File: config.mk
export PLATFORM = sky130hd
export DESIGN_NAME = alu_accum_stage
export DESIGN_NICKNAME = d
export VERILOG_FILES = /design/src/rtl/alu_accum_stage.sv
export SDC_FILE = /design/constraint.sdc
export NUM_CORES = 1
export LEC_CHECK = 0
export CORE_MARGIN = 2
export CORE_UTILIZATION = 44
export CTS_CLUSTER_DIAMETER = 30
export CTS_CLUSTER_SIZE = 12
export DETAILED_ROUTE_END_ITERATION = 8
export PLACE_DENSITY_LB_ADDON = 0.08
export SYNTH_ARGS = -nofsm -noshare
export SYNTH_HDL_FRONTEND = slang
export SYNTH_SLANG_ARGS = --single-unit
File: constraint.sdc
create_clock -name Clock -period 3.4 [get_ports Clock]
set_input_delay 0.68 -clock Clock [delete_from_list [all_inputs] [get_ports Clock]]
set_output_delay 0.68 -clock Clock [all_outputs]
set_load 0.01 [all_outputs]
File: src/rtl/alu_accum_stage.sv
// rtl/alu_accum_stage.sv - result register stage with accumulate feedback, sticky carry and op counter
//
// Purpose:
//   Holds the 8-bit ALU result in Q, handing it downstream with a valid/ready
//   handshake. Q[3:0] is fed back as the ALU B operand so consecutive operations
//   accumulate. Also tracks a sticky add-carry flag and a saturating count of
//   accepted operations.
//
// Ports:
//   Clock      in   1      rising-edge clock
//   Reset_b    in   1      asynchronous active-low reset
//   ALUout     in   8      combinational ALU result for the current A, B_fb, Function
//   Function   in   2      ALU function select (0 add, 1 OR, 2 AND, 3 concat)
//   Clear      in   1      synchronous clear of Q, CarryFlag, OpCount and result slot
//   op_valid   in   1      upstream presents an operation
//   op_ready   out  1      stage accepts the operation this cycle
//   res_ready  in   1      downstream consumes Q
//   res_valid  out  1      Q holds an unconsumed result
//   B_fb       out  4      feedback operand to ALU B input
//   Q          out  8      registered result
//   CarryFlag  out  1      sticky carry from accepted adds
//   OpCount    out  CNT_W  accepted-operation count, saturating at all-ones

module alu_accum_stage #(
   parameter int CNT_W       = 8,
   parameter bit FEEDBACK_EN = 1'b1
) (
   input  logic             Clock,
   input  logic             Reset_b,
   input  logic [7:0]       ALUout,
   input  logic [1:0]       Function,
   input  logic             Clear,
   input  logic             op_valid,
   output logic             op_ready,
   input  logic             res_ready,
   output logic             res_valid,
   output logic [3:0]       B_fb,
   output logic [7:0]       Q,
   output logic             CarryFlag,
   output logic [CNT_W-1:0] OpCount
);

   typedef enum logic {
      EMPTY = 1'b0,
      FULL  = 1'b1
   } state_t;

   state_t state;
   state_t state_next;
   logic   accept;

   always_ff @(posedge Clock or negedge Reset_b) begin
      if (!Reset_b) begin
         state <= EMPTY;
      end else begin
         state <= state_next;
      end
   end

   // op_ready depends only on state, res_ready, Clear and reset, never on
   // op_valid, so upstream may wait for ready before raising valid.
   always_comb begin
      state_next = state;
      op_ready   = 1'b0;
      res_valid  = 1'b0;
      accept     = 1'b0;

      case (state)
         EMPTY: begin
            op_ready = Reset_b && !Clear;
         end
         FULL: begin
            res_valid = 1'b1;
            // A consuming downstream frees the slot, so a new op can land
            // in the same cycle without a bubble.
            op_ready  = Reset_b && !Clear && res_ready;
         end
         default: begin
            op_ready = 1'b0;
         end
      endcase

      accept = op_valid && op_ready;

      if (Clear) begin
         state_next = EMPTY;
      end else begin
         case (state)
            EMPTY: begin
               if (accept) state_next = FULL;
            end
            FULL: begin
               if (res_ready && !accept) state_next = EMPTY;
            end
            default: begin
               state_next = EMPTY;
            end
         endcase
      end
   end

   always_ff @(posedge Clock or negedge Reset_b) begin
      if (!Reset_b) begin
         Q         <= 8'h00;
         CarryFlag <= 1'b0;
         OpCount   <= '0;
      end else if (Clear) begin
         Q         <= 8'h00;
         CarryFlag <= 1'b0;
         OpCount   <= '0;
      end else if (accept) begin
         Q <= ALUout;
         if (Function == 2'd0 && ALUout[4]) begin
            CarryFlag <= 1'b1;
         end
         if (OpCount != {CNT_W{1'b1}}) begin
            OpCount <= OpCount + 1'b1;
         end
      end
   end

   assign B_fb = FEEDBACK_EN ? Q[3:0] : 4'b0000;

endmodule
Yosys cells after proc, flatten, opt, wreduce, memory -nomap -nowiden
Index checks and enable logic that the tools add are counted.
{ "totals": {"latch_bits": 0, "elab_cells": 34, "mem_bits_ro": 0, "ff_bits": 18, "n_memories": 0, "ramBits": 0, "output_inout_bits": 23} }
{ "op_classes": {"addsub": 1, "eq_ne": 1, "div": 0, "order_cmp": 0, "bitwise": 1, "n_mul": 0, "shift": 0, "n_reduce_logical": 13, "mux": 14} }
{ "op_table": {"columns": ["op", "count"], "rows": [
  ["two-way mux 8 bit", 5],
  ["adder 8 x 1 -> 8 bit, second input constant", 1],
  ["!= test 8 bit, second input constant", 1],
  ["two-way mux 1 bit", 7],
  ["nonzero test 2 bit", 3],
  ["logical AND 1 bit", 5],
  ["case mux 1 bit (2 select lines)", 2],
  ["AND reduction 2 bit", 2],
  ["logical NOT 1 bit", 2],
  ["logical NOT 2 bit", 1],
  ["inverter 1 bit", 1]
]} }

Depth between registers and ports, before layout
{ "logic_depth": {"depth_word": 10, "mapped_depth": 6, "depth_no_buf": 5} }

Worst setup path before layout
No wires, ideal clock.
{ "synth_path": {"path_type": "input to output", "start": "in Clear", "end": "out op_ready", "path_buffers": 2, "stages": 4, "t_arrival_ns": 1.402, "required_time_ns": 2.720, "slack_ns": 1.318, "cell_sequence": "buf_2 -> inv_1 -> clkbuf_1 -> and3_1"} }
{ "synth_between": {"elab_chain_cells": 4} }
{ "synth_lines": {"columns": ["element", "line", "source"], "rows": [
  ["from (decl)", "32", "input logic Clear,"],
  ["logical NOT 1 bit *", "70, 76", null],
  ["logical AND 1 bit *", "70, 76", null],
  ["logical AND 1 bit", "76", "op_ready = Reset_b && !Clear && res_ready;"],
  ["case mux 1 bit (2 select lines) *", "68", "case (state)"],
  ["to (decl)", "34", "output logic op_ready,"]
]} }
Every way passes the cells marked *; elsewhere a longest branch is shown, timed or not.

Worst setup path after layout
{ "layout_path": {"start": "in res_ready", "end": "out op_ready"} }
{ "layout_between": {"elab_chain_cells": 2} }
{ "layout_lines": {"columns": ["element", "line", "source"], "rows": [
  ["from (decl)", "35", "input logic res_ready,"],
  ["logical AND 1 bit", "76", null],
  ["case mux 1 bit (2 select lines)", "68", null]
]} }
No other way between the ends.

==> results.yml <==
final_layout:
  n_fill_cell: 177
  area_growth_pct: 45.9
  seq_area_um2: 450
  finish.instance_area_um2: 1300
  diodes: 0
  final_nets: 146
  multi_input_area_um2: 364
  layout-drive-gt1-share: 0.0853
critical_path:
  path_max_fanout: 4
  endpoint_kind: "output port"
  crit_start: "res_ready"
  worstPathArrival_ns: 1.97
  regToRegStartpoint: "OpCount[0]"
  reg2reg_slack_ns: 1.63
  worst_ep_required_time_ns: 2.72
  reg2reg_to: "OpCount[5]"
  endpoint: "op_ready"
  critPathKind: "input pin to output port"
  start_kind: "input pin"
  r2r_cells: 5
route:
  via_count: 859
  first_pass_iters: 4
  first_iter_violations: 13
  drc: 0
  via_per_inst: 5.51
  wirelength_um: 2290
  ant_nets: 0
  wl_per_cell_um: 14.6
global_routing:
  grt_util_met3: 0.0491
  busiest_layer: "met2"
  grt_use_total: 0.212
  grt_overflow: 0
  grtUsageMet1: 0.258
  grt_pass1_vias: 846
  met2_usage: 0.365
  grt_max_degree: 22
  antenna_found_initial: 0
  grt_pass1_wl_um: 3920
floorplan:
  die_h_um: 48.9
  die_x_um: 48.9
  core_um2: 1940
  dieArea_um2: 2390
  initial_core_util: 0.457
  ios: 38
  rows: 16
synth:
  synthesis.area_um2: 888
  ys_ff_latch: 18
  synth_nets: 110
  ys_seq_area_frac: 0.507
  synth_cells: 94
  yosysTopAreaCell: "dfrtp_1"
  ys.warnings.count: 0
  ys_types: 30
  ys_top_cells_by_area: "dfrtp_1, nand2_1, nand3_1"
  synth_top_cell_area_share: 0.507
  syn_avg_cell_area_um2: 9.45
timing:
  fin_crit_ns: 2.65
  finalSetupViolCount: 0
  max_freq_ghz: 0.378
  fin_skew_ns: 0.00147
  maxSlewHeadroom: 0.695
  rsz0062_at_grt: "no"
  final.period_utilization: 0.779
  finalSetupTns_ns: 0
  worst_pin_slew_ns: 0.457
  maxSlewViolCount: 0
  hold_violations: 0
placement:
  io_buffers: 37
  place_congestion: 0.752
  dp_hpwl_um: 1570
  placed_area_um2: 1260
cts:
  cts_resized: 0
  htreeDepth: 1
  clk_latency_ns: 0.29
  clock_sinks: 18
  cts_tree: "yes"
  clock-root-buffer: "clkbuf_4"
  cts.path.max_buffers: 2
  holdBufCountCts: 0
  path_clk_slew_ns: 0.11
  postCtsSetupBuffers: 0
  cts_buffers: 3
power:
  p_per_area_nw_per_um2: 326
  ir_worst_vdd_mv: 0.221
  p_leak_nw: 0.558
min_path:
  hold_path.class: "flop to flop"
status:
  status: "complete, no violations"
run:
  max-cap-violations: 0
-- synth_stat cells (all sizes together) --
cell,number
o21ai,3
clkbuf,3
ha,1
a2111o,1
nand4,1
nand2b,1
nand2,19
a21oi,5
and3,4
nor4,1
or4,1
o31ai,2
buf,7
o41ai,1
o211ai,1
nor3,1
and4,2
or3,1
o311ai,2
nor2,3
a31oi,2
nand3b,1
inv,3
nand3,9
a311oi,1
dfrtp,18
-- power breakdown --
part | internal (W) | switching (W)
sequential | 0.000220 | 0.00000429
clock | 0.0000651 | 0.0000683
combinational | 0.0000368 | 0.0000283
-- cell families (layout without fill, tap and decap cells) --
logic type	count (synthesis)	after routing	share of synthesized area
AO/OA/AOI/OAI	18	18	0.137
buffers and inverters	13	48	0.0831
AND/OR/NAND/NOR	44	44	0.259
flip-flops	18	18	0.507
adder cells (fa/ha/maj)	1	1	0.0141
-- state kept, by name, indices dropped and copies added, names as in the netlist --
name and cells:
CarryFlag 1, OpCount 8, Q 8, state 1
-- metrics by stage --
step | utilization | hold WS, ns | setup slack [ns] | total power, W | std cells
floorplan | - | 0.384 | 1.32 | 0.000251 | 94
global placement | 0.649 | 0.485 | 0.749 | 0.000293 | 152
detailed placement | 0.649 | 0.495 | 0.742 | 0.000294 | 152
CTS | 0.668 | 0.528 | 0.742 | 0.000426 | 156
global route | 0.668 | 0.563 | 0.686 | 0.000444 | 156
finish | 0.668 | 0.521 | 0.751 | 0.000423 | 156
-- worst max-delay path: stages --
cell and delay (ns):
clkdlybuf4s50_1 0.45, nand2b_1 0.14, and3_1 0.17, clkdlybuf4s50_1 0.53
-- how the worst min path moves through the flow --
stage	cells after the start	end	slack, ns	start
2_1_floorplan	0	CarryFlag	0.38	Reset_b
3_5_place_dp	2	CarryFlag	0.50	CarryFlag
4_1_cts	2	Q[4]	0.53	Q[4]
5_1_grt	2	Q[4]	0.56	Q[4]
3_3_place_gp	2	CarryFlag	0.48	CarryFlag
6_report	2	CarryFlag	0.52	CarryFlag
-- placed cells by master (no fill, tap or decap) --
cell | netlist | routed
o211ai_1 | 1 | 1
o311ai_1 | 1 | 1
a31oi_1 | 2 | 2
nor2_1 | 3 | 3
or4_1 | 1 | 1
nor3_1 | 1 | 1
clkbuf_4 | 0 | 3
nand3_1 | 9 | 9
clkdlybuf4s50_1 | 0 | 37
dfrtp_1 | 18 | 18
nand2_1 | 19 | 19
and3_4 | 3 | 3
ha_1 | 1 | 1
nand4_1 | 1 | 1
o21ai_0 | 3 | 3
inv_1 | 3 | 3
and4_1 | 2 | 2
a311oi_1 | 1 | 1
or3_1 | 1 | 1
o311ai_0 | 1 | 1
and3_1 | 1 | 1
nand3b_1 | 1 | 1
clkbuf_8 | 0 | 1
o41ai_1 | 1 | 1
a2111o_1 | 1 | 1
nor4_1 | 1 | 1
buf_4 | 4 | 4
o31ai_1 | 2 | 2
a21oi_1 | 5 | 5
nand2b_1 | 1 | 1
-- final cells by class --
cell class,instances,share of cell area
multi-input cells,63,0.281
flip-flops and latches,18,0.347
repair buffers,41,0.309
well taps,27,0.0261
inverters,3,0.00869
clock buffers,4,0.0280
-- layer usage --
| metal | part of all wire | routed length, µm | vias to the layer above |
|---|---|---|---|
| met5 | 0 | 0 | - |
| met4 | 0.0057 | 13 | 0 |
| met3 | 0.053 | 121 | 2 |
| met2 | 0.52 | 1180 | 30 |
| met1 | 0.42 | 970 | 423 |
| li1 | - | - | 404 |
No activity file was read; power rests on OpenSTA's default activity.
